===== config.mk =====
export PLATFORM = sky130hd
export DESIGN_NAME = shift_sequencer
export DESIGN_NICKNAME = d
export VERILOG_FILES = /design/src/rtl/shift_sequencer.sv
export SDC_FILE = /design/constraint.sdc
export NUM_CORES = 1
export LEC_CHECK = 0
export ABC_AREA = 1
export CORE_UTILIZATION = 30
export CTS_CLUSTER_DIAMETER = 60
export DETAILED_ROUTE_END_ITERATION = 16
export DONT_BUFFER_PORTS = 1
export REMOVE_ABC_BUFFERS = 1
export SLEW_MARGIN = 15
export SYNTH_ARGS = -nofsm -noshare
export SYNTH_HDL_FRONTEND = slang
export SYNTH_HIERARCHICAL = 1
export SYNTH_SLANG_ARGS = --single-unit

===== constraint.sdc =====
create_clock -name clk -period 2.5 [get_ports clk]
set_input_delay 0.75 -clock clk [delete_from_list [all_inputs] [get_ports clk]]
set_output_delay 0.75 -clock clk [all_outputs]
set_load 0.03 [all_outputs]

===== src/rtl/shift_sequencer.sv =====
// shift_sequencer: multi-cycle 8-bit shift/rotate controller, at most 7 positions per step.
// Optional SHIFT_SEQ_FASTPATH_EN: rotates use amount mod 8, saturating shifts finish at acceptance.
module shift_unit (
    input  logic [7:0] i_a,
    input  logic [2:0] i_op,
    input  logic [2:0] i_cnt,
    output logic [7:0] o_y
);
    logic [15:0] w_rl;
    logic [15:0] w_rr;
    assign w_rl = {i_a, i_a} << i_cnt;
    assign w_rr = {i_a, i_a} >> i_cnt;
    always_comb begin
        o_y = (i_op == 3'd1 || i_op == 3'd2) ? i_a << i_cnt :
              (i_op == 3'd3) ? i_a >> i_cnt :
              (i_op == 3'd4) ? 8'($signed(i_a) >>> i_cnt) :
              (i_op == 3'd5) ? w_rl[15:8] :
              (i_op == 3'd6) ? w_rr[7:0] : i_a;
    end
endmodule

module shift_sequencer #(
    parameter int AMT_W = 5
) (
    input  logic             clk,
    input  logic             rst,
    input  logic             start_valid,
    output logic             start_ready,
    input  logic [7:0]       d_in,
    input  logic [2:0]       op,
    input  logic [AMT_W-1:0] amount,
    output logic [7:0]       d_out,
    output logic             done_valid,
    input  logic             done_ready,
    output logic             busy
);
    typedef enum logic [1:0] {IDLE, RUN, DONE} state_t;
    state_t           r_state, w_next;
    logic [7:0]       r_data, w_shift, w_load_data, w_rem_ext;
    logic [2:0]       r_op, w_step;
    logic [AMT_W-1:0] r_rem, w_rem_next, w_load_rem;
    logic             w_accept, w_pass, w_load_done;

    assign w_accept  = start_valid && r_state == IDLE;
    assign w_pass    = op == 3'd0 || op == 3'd7;
    assign w_rem_ext = 8'(r_rem);
    assign w_step    = (w_rem_ext > 8'd7) ? 3'd7 : w_rem_ext[2:0];
    assign w_rem_next = r_rem - AMT_W'(w_step);

`ifdef SHIFT_SEQ_FASTPATH_EN
    logic [7:0] w_amt_ext;
    logic       w_rot, w_sat;
    assign w_amt_ext = 8'(amount);
    assign w_rot     = op == 3'd5 || op == 3'd6;
    // Eight or more positions always flush a plain shift, so resolve it here.
    assign w_sat       = !w_pass && !w_rot && w_amt_ext >= 8'd8;
    assign w_load_rem  = w_rot ? AMT_W'(w_amt_ext[2:0]) : (w_sat ? '0 : amount);
    assign w_load_data = w_sat ? ((op == 3'd4) ? {8{d_in[7]}} : 8'h00) : d_in;
`else
    assign w_load_rem  = amount;
    assign w_load_data = d_in;
`endif
    assign w_load_done = w_pass || w_load_rem == '0;

    shift_unit u_shift (
        .i_a  (r_data),
        .i_op (r_op),
        .i_cnt(w_step),
        .o_y  (w_shift)
    );

    always_ff @(posedge clk or posedge rst) begin
        if (rst) r_state <= IDLE;
        else     r_state <= w_next;
    end

    always_comb begin
        w_next = r_state;
        if (r_state == IDLE && start_valid)      w_next = w_load_done ? DONE : RUN;
        else if (r_state == RUN && w_rem_next == '0) w_next = DONE;
        else if (r_state == DONE && done_ready)  w_next = IDLE;
    end

    always_ff @(posedge clk or posedge rst) begin
        if (rst) begin
            r_data <= '0;
            r_op   <= '0;
            r_rem  <= '0;
        end else if (w_accept) begin
            r_data <= w_load_data;
            r_op   <= op;
            r_rem  <= w_load_rem;
        end else if (r_state == RUN) begin
            r_data <= w_shift;
            r_rem  <= w_rem_next;
        end
    end

    assign start_ready = r_state == IDLE;
    assign done_valid  = r_state == DONE;
    assign busy        = r_state != IDLE;
    assign d_out       = r_data;
endmodule


==> results of run 1 <==
critical path, stage by stage, from the launching register on:
cell,delay (ns)
dfrtp_1,0.40
inv_1,0.13
nand2_4,0.07
inv_1,0.14
nand2_2,0.18
inv_6,0.15
nand2_2,0.10
nand2_1,0.11
nand2_1,0.08
nand3_1,0.09
nand3_1,0.07
nand2_1,0.07
nand2_1,0.05
nand2_1,0.05
nand2_1,0.05
a21oi_1,0.14
a21oi_1,0.07
o21ai_0,0.16
worst max path at each step:
| stage | from | end | slack, ns | cells past startpoint |
|---|---|---|---|---|
| global placement | r_rem[4]$_DFFE_PP0P_ | d_out[6]$_DFFE_PP0P_ | 0.29 | 17 |
| finish | r_rem[4]$_DFFE_PP0P_ | d_out[6]$_DFFE_PP0P_ | 0.31 | 17 |
| CTS | r_rem[4]$_DFFE_PP0P_ | d_out[6]$_DFFE_PP0P_ | 0.19 | 17 |
| detailed placement | r_rem[4]$_DFFE_PP0P_ | d_out[6]$_DFFE_PP0P_ | 0.22 | 17 |
| global route | r_rem[3]$_DFFE_PP0P_ | d_out[6]$_DFFE_PP0P_ | 0.02 | 17 |
| floorplan | r_rem[4]$_DFFE_PP0P_ | d_out[7]$_DFFE_PP0P_ | 0.42 | 13 |
what timing repair did:
item / CTS / global route
hold buffers: 0 / 0
resized for setup: 0 / 1
endpoints found under the hold margin: 0 / 0
setup endpoints to repair: 0 / 5
cells in the mapped netlist:
master,number
nand2_1,141
nand3_1,63
nor2_1,26
inv_1,25
a21oi_1,18
dfrtp_1,18
nand2_2,11
inv_2,9
o21ai_0,9
o21ai_1,7
buf_4,5
buf_6,5
a31oi_1,4
a21oi_2,3
nand2_4,3
nor2_4,3
o211ai_1,3
o21ai_2,3
o221ai_1,3
clkbuf_1,2
ha_1,2
inv_4,2
nand3_2,2
a21boi_1,1
and2_1,1
and3_1,1
buf_1,1
buf_2,1
clkinv_1,1
inv_6,1
nor2_2,1
o21a_1,1
o221ai_2,1
o22ai_2,1
o31ai_1,1
routing by layer:
| metal | up-vias | wire length [µm] | global-route usage (%) |
|---|---|---|---|
| li1 | 1224 | - | - |
| met1 | 1074 | 3140 | 25.57 |
| met2 | 122 | 2855 | 29.19 |
| met3 | 19 | 606 | 3.393 |
| met4 | 0 | 184 | 6.706 |
| met5 | - | 0 | 0 |
cell type report:
cell class,instances,area [µm²]
fill,783,4644
multi-input combinational,309,1491
timing repair buffer,4,30.03
tap,96,120.1
sequential,18,450.4
inverter,38,152.6
clock buffer,4,55.05
power groups by stage:
stage	registers [W]	clock network (W)	logic [W]
global route	0.000291	0.000271	0.0000131
CTS	0.000291	0.000261	0.0000117
finish	0.000291	0.000255	0.0000111
detailed placement	0.000297	0	0.0000117
floorplan	0.000297	0	0.00000821
global placement	0.000297	0	0.0000115
state kept, by name, summed over array words and instances (netlist names):
name	flops
d_out	8
r_op	3
r_rem	5
r_state	2
placed cells by master, fill, tap and decap left out:
cell and instances:
nand2_1 140, inv_4 2, inv_2 9, nand3_1 63, inv_1 25, o21ai_0 9, clkbuf_8 4, o21ai_2 3
a21oi_1 18, nand3_2 2, o21a_1 1, o22ai_2 1, nor2_4 3, inv_6 1, nand2_2 12, dfrtp_1 18
o221ai_1 3, o31ai_1 1, a21boi_1 1, o221ai_2 1, nor2_1 26, a31oi_1 4, and3_1 1, nand2_4 3
a21oi_2 3, o21ai_1 7, and2_1 1, o211ai_1 3, clkinv_1 1, ha_1 2, buf_4 4, nor2_2 1
logic make-up (layout without fill, tap and decap cells):
group	after synthesis	after routing	share of synthesized area, %
AND/OR/NAND/NOR	252	252	50.74
AO/OA/AOI/OAI	55	55	15.74
buffers and inverters	52	46	11.93
flip-flops	18	18	20.45
adder cells (fa/ha/maj)	2	2	1.136
per-stage QoR:
step	util (%)	instances	total power, W
2_1_floorplan	-	365	0.0003049
3_3_place_gp	32.29	465	0.0003082
3_5_place_dp	32.29	465	0.0003084
4_1_cts	33.08	469	0.0005640
5_1_grt	33.12	469	0.0005754
6_report	33.12	469	0.0005574
==> qor.csv, run 1 <==
stage,metric,value,unit
run_status,status,finished clean,
worst_setup_path,Startpoint Class,flop,
route,Post-Route WL,6786,µm
synth,count of state elements after synthesis,18,
cts,clk_lat worst skew,0.26,ns
sta,Slew Limit Fails,0,
sta,Fin. Hold Viols,0,
synth,synth top area cells,"nand2_1 (24%), dfrtp_1 (20%), nand3_1 (14%), nor2_1 (4.4%), inv_1 (4.3%)",
worst_setup_path,Critical Path Sink Type,flop,
cells_and_area,Final Cell Area,2300,µm²
cts,CTS root buf,clkbuf_8,
floorplan,Initial Utilization,31.71,%
sta,Slew headroom,47.96,%
placement,post-DP HPWL,5039,µm
power,switching part of the total,22.34,%
power,Net Sw Power,0.0001245,W
route,per-cell routed wire length,14.47,µm
synth,Synth Warn #,6,
floorplan,Die Area,7687,µm²
grt,first-pass GRT wire length,11140,µm
power,Comb pwr share,2.0,%
sta,final worst path period need,2.189,ns
route,DRT antenna net count,0,
worst_setup_path,"Req. time, crit path",2.69,ns
power,sequential share of power,52.2,%
route,detailed-route via count,2439,
sta,Clock Skew,0.01115,ns
worst_setup_path,crit path DAT,2.38,ns
floorplan,Row Count,30,
placement,gpl congestion,0.9965,
cells_and_area,Ant. Diodes,0,
placement,post-place setup slack,0.2212,ns
worst_setup_path,reg2reg path depth,17,
power,Clk pwr share,45.8,%
power,pwr dens,242.4,nW/µm²
cts,CTS tree,done,
sta,"Setup violations, final",0,
worst_setup_path,Reg2Reg Setup Slack,0.31,ns
grt,aggregate global-route resource usage,18.63,%
grt,largest net degree at the start of global routing,27,
floorplan,die width,87.68,µm
sta,RSZ-0062 raised after global routing,false,
worst_setup_path,FF-to-FF End,d_out[6]$_DFFE_PP0P_,
cells_and_area,layout cells sized above 1,13.14,%
route,DR vias/cell,5.200,
cts,"CTS clk-pin slew, worst paths",0.09,ns
sta,worst-margin pin slew,0.7797,ns
synth,Yosys top cell by area,nand2_1,
power,P_leak,1.127,nW
cells_and_area,Final nets,396,
worst_hold_path,Worst Hold Class,in -> async,
worst_setup_path,Crit Path Max Fanout,9,
sta,worst setup slack after layout,0.3112,ns
grt,total grt overflow,0,
floorplan,IO Pins,31,
route,iteration count of the initial detailed-routing pass,5,
route,DRC viols,0,
cts,CTS Buffer Depth,2,
worst_setup_path,worst setup path class,reg -> reg,
worst_setup_path,reg2reg start,r_rem[4]$_DFFE_PP0P_,
sta,Tcrit/Tclk final,87.55,%
synth,syn avg cell area,5.810,µm²
synth,Synth top area share,24.03,%
synth,post-synthesis cell area,2202,µm²
sta,setup tns final,0,ns
cts,cts bufs inserted,3,
synth,Yosys cell types,35,
grt,initial antenna violation count,0,
placement,Port Buf Inserts,0,
cells_and_area,area delta synth->final,4.432,%
power,worst vdd ir,0.2517,mV
cts,H-tree Lvls,1,
placement,post-place instance area,2242,µm²
sta,worst hold margin,0.5063,ns
floorplan,Core Box Area,6944,µm²
floorplan,die height,87.68,µm
cts,CTS Sinks,18,
flow_run,max-cap viol count,0,
synth,Synth Instances,379,
cts,postcts setup bufs,0,
power,Int Pwr,0.0004329,W
synth,post-synthesis sequential area ratio,20.45,%
sta,fmax,456.9,MHz
route,drt initial violations,323,
grt,vias in the first global route,2314,
Power figures use the tool's default switching activity.
==> run 2, diff against run 1 <==
--- a/config.mk
+++ b/config.mk
@@ -6,10 +6,12 @@
 export NUM_CORES = 1
 export LEC_CHECK = 0
 export ABC_AREA = 1
-export CORE_UTILIZATION = 30
+export CORE_UTILIZATION = 55
 export CTS_CLUSTER_DIAMETER = 60
 export DETAILED_ROUTE_END_ITERATION = 16
 export DONT_BUFFER_PORTS = 1
+export GPL_TIMING_DRIVEN = 0
+export PLACE_DENSITY = 0.7
 export REMOVE_ABC_BUFFERS = 1
 export SLEW_MARGIN = 15
 export SYNTH_ARGS = -nofsm -noshare
==> run 2 against run 1 <==
  * Flip-flop and latch count unchanged
  * Count of clock-buffer cells in the layout down 1
  * Combinational power down 8%
  * Critical path depth down 1
  * Clock skew down 0.0066 ns
  * Register-to-register slack about the same
  * Global-route usage up 11 points
  * Routed wire length down 13%
==> qor.csv, run 2 (synthesis gave the netlist of run 1 again) <==
stage,metric,value,unit,change
run_status,status,finished clean,,unchanged
cts,CTS tree,done,,unchanged
cts,CTS root buf,clkbuf_8,,unchanged
cells_and_area,max reg flops,8,,unchanged
power,Comb pwr share,2.0,%,about the same
power,Clk pwr share,40.0,%,was 45.8%
sta,Fin. Hold Viols,0,,unchanged
cts,cts bufs inserted,3,,unchanged
worst_setup_path,crit path DAT,2.37,ns,was 2.38 ns
placement,gpl congestion,0.8806,,was 0.9965
worst_setup_path,crit-path max cell delay,0.39,ns,was 0.40 ns
floorplan,Row Count,22,,was 30
route,detailed-route via count,2394,,was 2439
sta,Slew Limit Fails,0,,unchanged
sta,RSZ-0062 raised after global routing,false,,unchanged
placement,Port Buf Inserts,0,,unchanged
sta,Slew headroom,53.77,%,was 47.96%
route,DR vias/cell,5.755,,was 5.200
worst_setup_path,WP buf/inv,3,,unchanged
cells_and_area,"commonest non-fill, non-tap cell in the layout",nand2_1,,unchanged
worst_setup_path,critical-path cell list,"inv_2, nand2_4, clkinvlp_4, nand2_4, inv_6, nand3_1, nand2_1, nand2_1, nand3_1, nand2_1, nand2_1, nand2_1, nand2_1, a21oi_1, a21oi_1, o21ai_0",,"was inv_1, nand2_4, inv_1, nand2_2, inv_6, nand2_2, nand2_1, nand2_1, nand3_1, nand3_1, nand2_1, nand2_1, nand2_1, nand2_1, a21oi_1, a21oi_1, o21ai_0"
worst_setup_path,Critical Path Sink Type,flop,,unchanged
worst_setup_path,Crit Path Max Fanout,22,,was 9
sta,Tcrit/Tclk final,87.91,%,was 87.55%
route,DRT antenna net count,0,,unchanged
floorplan,die height,65.28,µm,was 87.68 µm
cells_and_area,Ant. Diodes,0,,unchanged
cts,clk_lat worst skew,0.25,ns,was 0.26 ns
cts,CTS Buffer Depth,2,,unchanged
worst_setup_path,crit-path leading delay family,simple AND/OR/NAND/NOR gates,,unchanged
power,pwr dens,225.6,nW/µm²,was 242.4 nW/µm²
worst_setup_path,cell mode on critical path,nand2_1,,unchanged
cells_and_area,Final Util,59.49,%,was 33.12%
worst_setup_path,worst setup path class,reg -> reg,,unchanged
floorplan,Initial Utilization,58.82,%,was 31.71%
worst_setup_path,reg2reg path depth,16,,was 17
cells_and_area,most frequent cells in the layout,"nand2_1 (138), nand3_1 (63), nor2_1 (26), inv_1 (24)",,"was nand2_1 (140), nand3_1 (63), nor2_1 (26), inv_1 (25)"
sta,Clock Skew,0.004569,ns,was 0.01115 ns
grt,total grt overflow,0,,unchanged
floorplan,IO Pins,31,,unchanged
cts,postcts setup bufs,0,,unchanged
power,sequential share of power,58.0,%,was 52.2%
grt,first-pass GRT wire length,9735,µm,was 11140 µm
grt,vias in the first global route,2095,,was 2314
grt,largest net degree at the start of global routing,27,,unchanged
route,Post-Route WL,5887,µm,was 6786 µm
cts,"CTS clk-pin slew, worst paths",0.07,ns,was 0.09 ns
floorplan,Core Box Area,3744,µm²,was 6944 µm²
worst_setup_path,reg2reg start,r_rem[3]$_DFFE_PP0P_,,was r_rem[4]$_DFFE_PP0P_
sta,worst-margin pin slew,0.6927,ns,was 0.7797 ns
placement,DP Cell Count,413,,was 465
worst_setup_path,slowest CP cell,dfrtp_1,,unchanged
worst_setup_path,stages on the worst setup path,16,,was 17
placement,post-DP HPWL,4376,µm,was 5039 µm
power,P_leak,1.124,nW,was 1.127 nW
cells_and_area,Final nets,392,,was 396
route,iteration count of the initial detailed-routing pass,7,,was 5
flow_run,max-cap viol count,0,,unchanged
cells_and_area,area delta synth->final,1.137,%,was 4.432%
grt,aggregate global-route resource usage,29.51,%,was 18.63%
cts,H-tree Lvls,1,,unchanged
power,switching part of the total,20.39,%,was 22.34%
sta,final worst path period need,2.198,ns,was 2.189 ns
floorplan,Die Area,4261,µm²,was 7687 µm²
worst_setup_path,CP endpoint,d_out[6]$_DFFE_PP0P_,,unchanged
cts,hold_buf cts,0,,unchanged
route,per-cell routed wire length,14.15,µm,was 14.47 µm
cells_and_area,non-filler cells in the finished layout,416,,was 469
route,DRC viols,0,,unchanged
power,Int Pwr,0.0004000,W,was 0.0004329 W
sta,fmax,455.0,MHz,was 456.9 MHz
cts,CTS Sinks,18,,unchanged
worst_hold_path,Worst Hold Class,in -> async,,unchanged
power,Net Sw Power,0.0001024,W,was 0.0001245 W
floorplan,die width,65.28,µm,was 87.68 µm
worst_setup_path,crit path from,r_rem[3]$_DFFE_PP0P_,,was r_rem[4]$_DFFE_PP0P_
cells_and_area,layout cells sized above 1,12.77,%,was 13.14%
sta,"Setup violations, final",0,,unchanged
power,worst vdd ir,0.2746,mV,was 0.2517 mV
grt,initial antenna violation count,0,,unchanged
worst_setup_path,Reg2Reg Setup Slack,0.30,ns,was 0.31 ns
worst_setup_path,"Req. time, crit path",2.67,ns,was 2.69 ns
worst_setup_path,FF-to-FF End,d_out[6]$_DFFE_PP0P_,,unchanged
route,drt initial violations,205,,was 323
worst_setup_path,Startpoint Class,flop,,unchanged
-- run 2: cell count changes in the layout (fill, tap and decap cells not counted), sizes merged --
| cell | change |
|---|---|
| buf | -4 |
| clkinvlp | +1 |
| clkbuf | -1 |
| inv | -1 |
-- run 2: power by group through the flow --
stage / Combinational [W] / Sequential, W / Clock (W)
after floorplan: 0.00000821 / 0.000297 / 0
after global placement: 0.0000108 / 0.000297 / 0
after detailed placement: 0.0000108 / 0.000297 / 0
after CTS: 0.0000110 / 0.000291 / 0.000207
after global routing: 0.0000124 / 0.000291 / 0.000224
final: 0.0000102 / 0.000291 / 0.000201
-- run 2: worst register-to-register path, delay by kind of cell, from the launching register on --
family | cells | cell delay [ns]
simple gates | 10 | 0.89
compound gates | 3 | 0.43
buf+inv | 3 | 0.40
flops | 1 | 0.39
-- run 2: how the worst min path moves through the flow --
stage               slack [ns]                 start  cells past startpoint                   end
CTS                       0.50  r_rem[2]$_DFFE_PP0P_                      2  r_rem[2]$_DFFE_PP0P_
finish                    0.49                   rst                      1  d_out[5]$_DFFE_PP0P_
detailed placement        0.47  r_rem[2]$_DFFE_PP0P_                      2  r_rem[2]$_DFFE_PP0P_
floorplan                 0.46  r_rem[2]$_DFFE_PP0P_                      2  r_rem[2]$_DFFE_PP0P_
global placement          0.48  r_rem[2]$_DFFE_PP0P_                      2  r_rem[2]$_DFFE_PP0P_
global route              0.55                   rst                      1   r_op[0]$_DFFE_PP0P_
-- run 2: through the flow --
stage | cell area, µm² | power [W] | TNS, ns | setup WS (ns) | hold slack [ns]
5_1_grt | 2227 | 0.0005268 | 0 | 0.02529 | 0.5485
6_report | 2227 | 0.0005024 | 0 | 0.3023 | 0.4888
2_1_floorplan | 2092 | 0.0003049 | 0 | 0.4210 | 0.4613
3_3_place_gp | 2152 | 0.0003075 | -0.6212 | -0.1770 | 0.4809
3_5_place_dp | 2152 | 0.0003075 | -0.9642 | -0.2262 | 0.4739
4_1_cts | 2201 | 0.0005091 | 0 | 0.07579 | 0.4963
-- run 2: area by class of cell --
class	instances	area [µm²]
Tap cell	48	60.06
Fill cell	419	1516
Sequential cell	18	450.4
Inverter	38	163.9
Multi-Input combinational cell	309	1511
Clock buffer	3	41.29
-- run 2: timing repair --
item                                    in CTS  in global routing
resized for setup                            3                  7
gates cloned                                 0                  0
endpoints found under the setup margin       8                  6
pin swaps                                    0                  0
endpoints found under the hold margin        0                  0
-- run 2: per-layer routing --
metal / up-vias / GRT usage (%) / wire length (µm)
met2: 94 / 47.16 / 2676
li1: 1215 / - / -
met5: - / 0 / 0
met3: 13 / 1.736 / 363
met1: 1072 / 41.25 / 2712
met4: 0 / 11.96 / 135
==> run 3, diff against run 2 <==
--- a/config.mk
+++ b/config.mk
@@ -6,6 +6,7 @@
 export NUM_CORES = 1
 export LEC_CHECK = 0
 export ABC_AREA = 1
+export CORE_ASPECT_RATIO = 0.6
 export CORE_UTILIZATION = 55
 export CTS_CLUSTER_DIAMETER = 60
 export DETAILED_ROUTE_END_ITERATION = 16
==> constraint.sdc (replaced) <==
create_clock -name clk -period 2.7 [get_ports clk]
set_input_delay 0.81 -clock clk [delete_from_list [all_inputs] [get_ports clk]]
set_output_delay 0.81 -clock clk [all_outputs]
set_load 0.03 [all_outputs]
==> run 3 against run 2 <==
  * Critical path depth fell by 3
  * Cell area fell by 0.90%
  * Via count rose by 2.3%
  * Global-route usage rose by 2.4 points
  * First-iteration DRC count rose by 80%
  * Clock skew barely moved
  * Non-clock buffer count did not move
  * Fmax fell by 8.8%
  * Register-to-register slack barely moved
  * Die area rose by 0.20%
  * Power fell by 5.2%
  * Count of clock-buffer cells in the layout did not move
  * Critical path type unchanged
  * Critical endpoint unchanged
  * Largest cell class unchanged
==> qor.csv, run 3 (synthesis gave the netlist of run 1 again) <==
stage,metric,value,unit,change
cells_and_area,"commonest non-fill, non-tap cell in the layout",nand2_1,,unchanged
placement,Port Buf Inserts,0,,unchanged
sta,worst hold margin,0.5227,ns,was 0.4888 ns
floorplan,IO Pins,31,,unchanged
sta,Slew headroom,53.05,%,was 53.77%
sta,final worst path period need,2.409,ns,was 2.198 ns
floorplan,Row Count,17,,was 22
cts,CTS Buffer Depth,2,,unchanged
sta,Tcrit/Tclk final,89.21,%,was 87.91%
cts,clk_lat worst skew,0.26,ns,was 0.25 ns
sta,worst-margin pin slew,0.7035,ns,was 0.6927 ns
route,Post-Route WL,6279,µm,was 5887 µm
placement,post-place setup slack,-0.05662,ns,was -0.2262 ns
worst_setup_path,crit path DAT,2.58,ns,was 2.37 ns
floorplan,Initial Utilization,58.82,%,unchanged
sta,"Setup violations, final",0,,unchanged
cts,H-tree Lvls,1,,unchanged
worst_setup_path,WP buf/inv,3,,unchanged
worst_setup_path,worst setup path class,reg -> reg,,unchanged
route,DR top layer,met4,,unchanged
cells_and_area,Final Util,58.96,%,was 59.49%
route,per-cell routed wire length,15.13,µm,was 14.15 µm
cts,cts bufs inserted,3,,unchanged
cts,CTS Sinks,18,,unchanged
floorplan,die width,83.69,µm,was 65.28 µm
power,P_leak,1.101,nW,was 1.124 nW
worst_setup_path,Crit Path Max Fanout,26,,was 22
sta,worst setup slack after layout,0.2913,ns,was 0.3023 ns
route,DR vias/cell,5.904,,was 5.755
grt,vias in the first global route,2099,,was 2095
placement,gpl congestion,0.9292,,was 0.8806
cts,CTS root buf,clkbuf_8,,unchanged
sta,fmax,415.2,MHz,was 455.0 MHz
route,DRT antenna net count,0,,unchanged
route,DR WL met2,2447,µm,was 2676 µm
route,iteration count of the initial detailed-routing pass,5,,was 7
cts,hold_buf cts,0,,unchanged
cells_and_area,fillcell total,393,,was 419
worst_setup_path,critical-path cell list,"inv_1, nand2_4, inv_1, nand2_2, inv_6, nand3_1, nand3_1, nand2_1, nand2_1, nand2_1, a21oi_1, a21oi_1, o21ai_0",,"was inv_2, nand2_4, clkinvlp_4, nand2_4, inv_6, nand3_1, nand2_1, nand2_1, nand3_1, nand2_1, nand2_1, nand2_1, nand2_1, a21oi_1, a21oi_1, o21ai_0"
sta,Clock Skew,0.004681,ns,was 0.004569 ns
cells_and_area,non-filler cells in the finished layout,415,,was 416
worst_setup_path,crit-path leading delay family,simple AND/OR/NAND/NOR gates,,unchanged
worst_setup_path,Critical Path Sink Type,flop,,unchanged
grt,largest net degree at the start of global routing,27,,unchanged
worst_setup_path,crit-path max cell delay,0.41,ns,was 0.39 ns
cts,postcts setup bufs,0,,unchanged
sta,Fin. Hold Viols,0,,unchanged
grt,aggregate global-route resource usage,31.95,%,was 29.51%
power,worst vdd ir,0.3017,mV,was 0.2746 mV
route,Met1 Routed Length,3037,µm,was 2712 µm
route,Met3 Routed Length,767,µm,was 363 µm
flow_run,max-cap viol count,0,,unchanged
worst_hold_path,Worst Hold Class,reg -> reg,,was in -> async
cells_and_area,most frequent cells in the layout,"nand2_1 (138), nand3_1 (63), nor2_1 (26), inv_1 (25)",,"was nand2_1 (138), nand3_1 (63), nor2_1 (26), inv_1 (24)"
worst_setup_path,"Req. time, crit path",2.87,ns,was 2.67 ns
cts,"CTS clk-pin slew, worst paths",0.07,ns,about the same
route,drt initial violations,368,,was 205
grt,total grt overflow,0,,unchanged
floorplan,Die Area,4269,µm²,was 4261 µm²
worst_setup_path,cell mode on critical path,nand2_1,,unchanged
sta,setup tns final,0,ns,unchanged
route,detailed-route via count,2450,,was 2394
cells_and_area,area delta synth->final,0.2274,%,was 1.137%
sta,RSZ-0062 raised after global routing,false,,unchanged
grt,first-pass GRT wire length,10630,µm,was 9735 µm
power,pwr dens,215.8,nW/µm²,was 225.6 nW/µm²
floorplan,die height,51.02,µm,was 65.28 µm
cts,CTS tree,done,,unchanged
worst_setup_path,slowest CP cell,dfrtp_1,,unchanged
cells_and_area,Final nets,392,,unchanged
cells_and_area,Ant. Diodes,0,,unchanged
grt,initial antenna violation count,0,,unchanged
placement,DP Cell Count,412,,was 413
run_status,status,finished clean,,unchanged
cells_and_area,layout cells sized above 1,12.50,%,was 12.77%
route,DRC viols,0,,unchanged
worst_setup_path,Startpoint Class,flop,,unchanged
cts,Resized cells post-CTS,1,,was 3
cells_and_area,max reg flops,8,,unchanged
floorplan,Core Box Area,3744,µm²,unchanged
sta,Slew Limit Fails,0,,unchanged
placement,post-DP HPWL,4830,µm,was 4376 µm
## run 3: cell count changes in the layout (fill, tap and decap cells not counted)
cell        previous run  this run
nand2_4                6         3
inv_1                 24        25
nand2_2               11        14
clkinvlp_4             1         0
## run 3: worst paths after layout
| kind | startpoint | endpoint | cells past startpoint | slack, ns |
|---|---|---|---|---|
| setup / recovery | r_rem[4]$_DFFE_PP0P_ | d_out[6]$_DFFE_PP0P_ | 13 | 0.29 |
| hold / removal | r_rem[2]$_DFFE_PP0P_ | r_rem[2]$_DFFE_PP0P_ | 2 | 0.52 |
| setup reg to reg | r_rem[4]$_DFFE_PP0P_ | d_out[6]$_DFFE_PP0P_ | 13 | 0.29 |
| hold reg to reg | r_rem[2]$_DFFE_PP0P_ | r_rem[2]$_DFFE_PP0P_ | 2 | 0.52 |
| max in group asynchronous | rst | r_rem[2]$_DFFE_PP0P_ | 1 | 1.71 |
| min in group asynchronous | rst | r_state[0]$_DFFE_PP0P_ | 1 | 0.54 |
## run 3: metal layers
metal	vias to the layer above	track usage, %
li1	1214	-
met1	1090	51.09
met2	142	42.82
met3	4	7.270
met4	0	4.802
met5	-	0
## run 3: worst reg2reg max path, stage by stage (launching register included)
cell	delay, ns
dfrtp_1	0.41
inv_1	0.13
nand2_4	0.07
inv_1	0.17
nand2_2	0.35
inv_6	0.33
nand3_1	0.16
nand3_1	0.11
nand2_1	0.06
nand2_1	0.05
nand2_1	0.05
a21oi_1	0.15
a21oi_1	0.08
o21ai_0	0.20
## run 3: stage by stage
stage / instance area (µm²) / total power (W)
after floorplan: 2092 / 0.0002823
final: 2207 / 0.0004763
after global placement: 2151 / 0.0002845
after CTS: 2195 / 0.0004772
after global routing: 2207 / 0.0004855
after detailed placement: 2151 / 0.0002851
## run 3: where the power goes
part             total, W  internal, W  leakage (nW)  switching [W]
Clock            0.000197    0.0000995        0.0216      0.0000977
Sequential       0.000269     0.000269         0.194              0
Combinational  0.00000965   0.00000152         0.886     0.00000813
## run 3: area by class of cell
| cell class | count | area (µm²) | share of cell area, % |
|---|---|---|---|
| clock buffer | 3 | 41.29 | 1.871 |
| multi-input combinational | 309 | 1496 | 67.80 |
| sequential | 18 | 450.4 | 20.41 |
| inverter | 38 | 160.2 | 7.256 |
| tap | 47 | 58.81 | 2.664 |
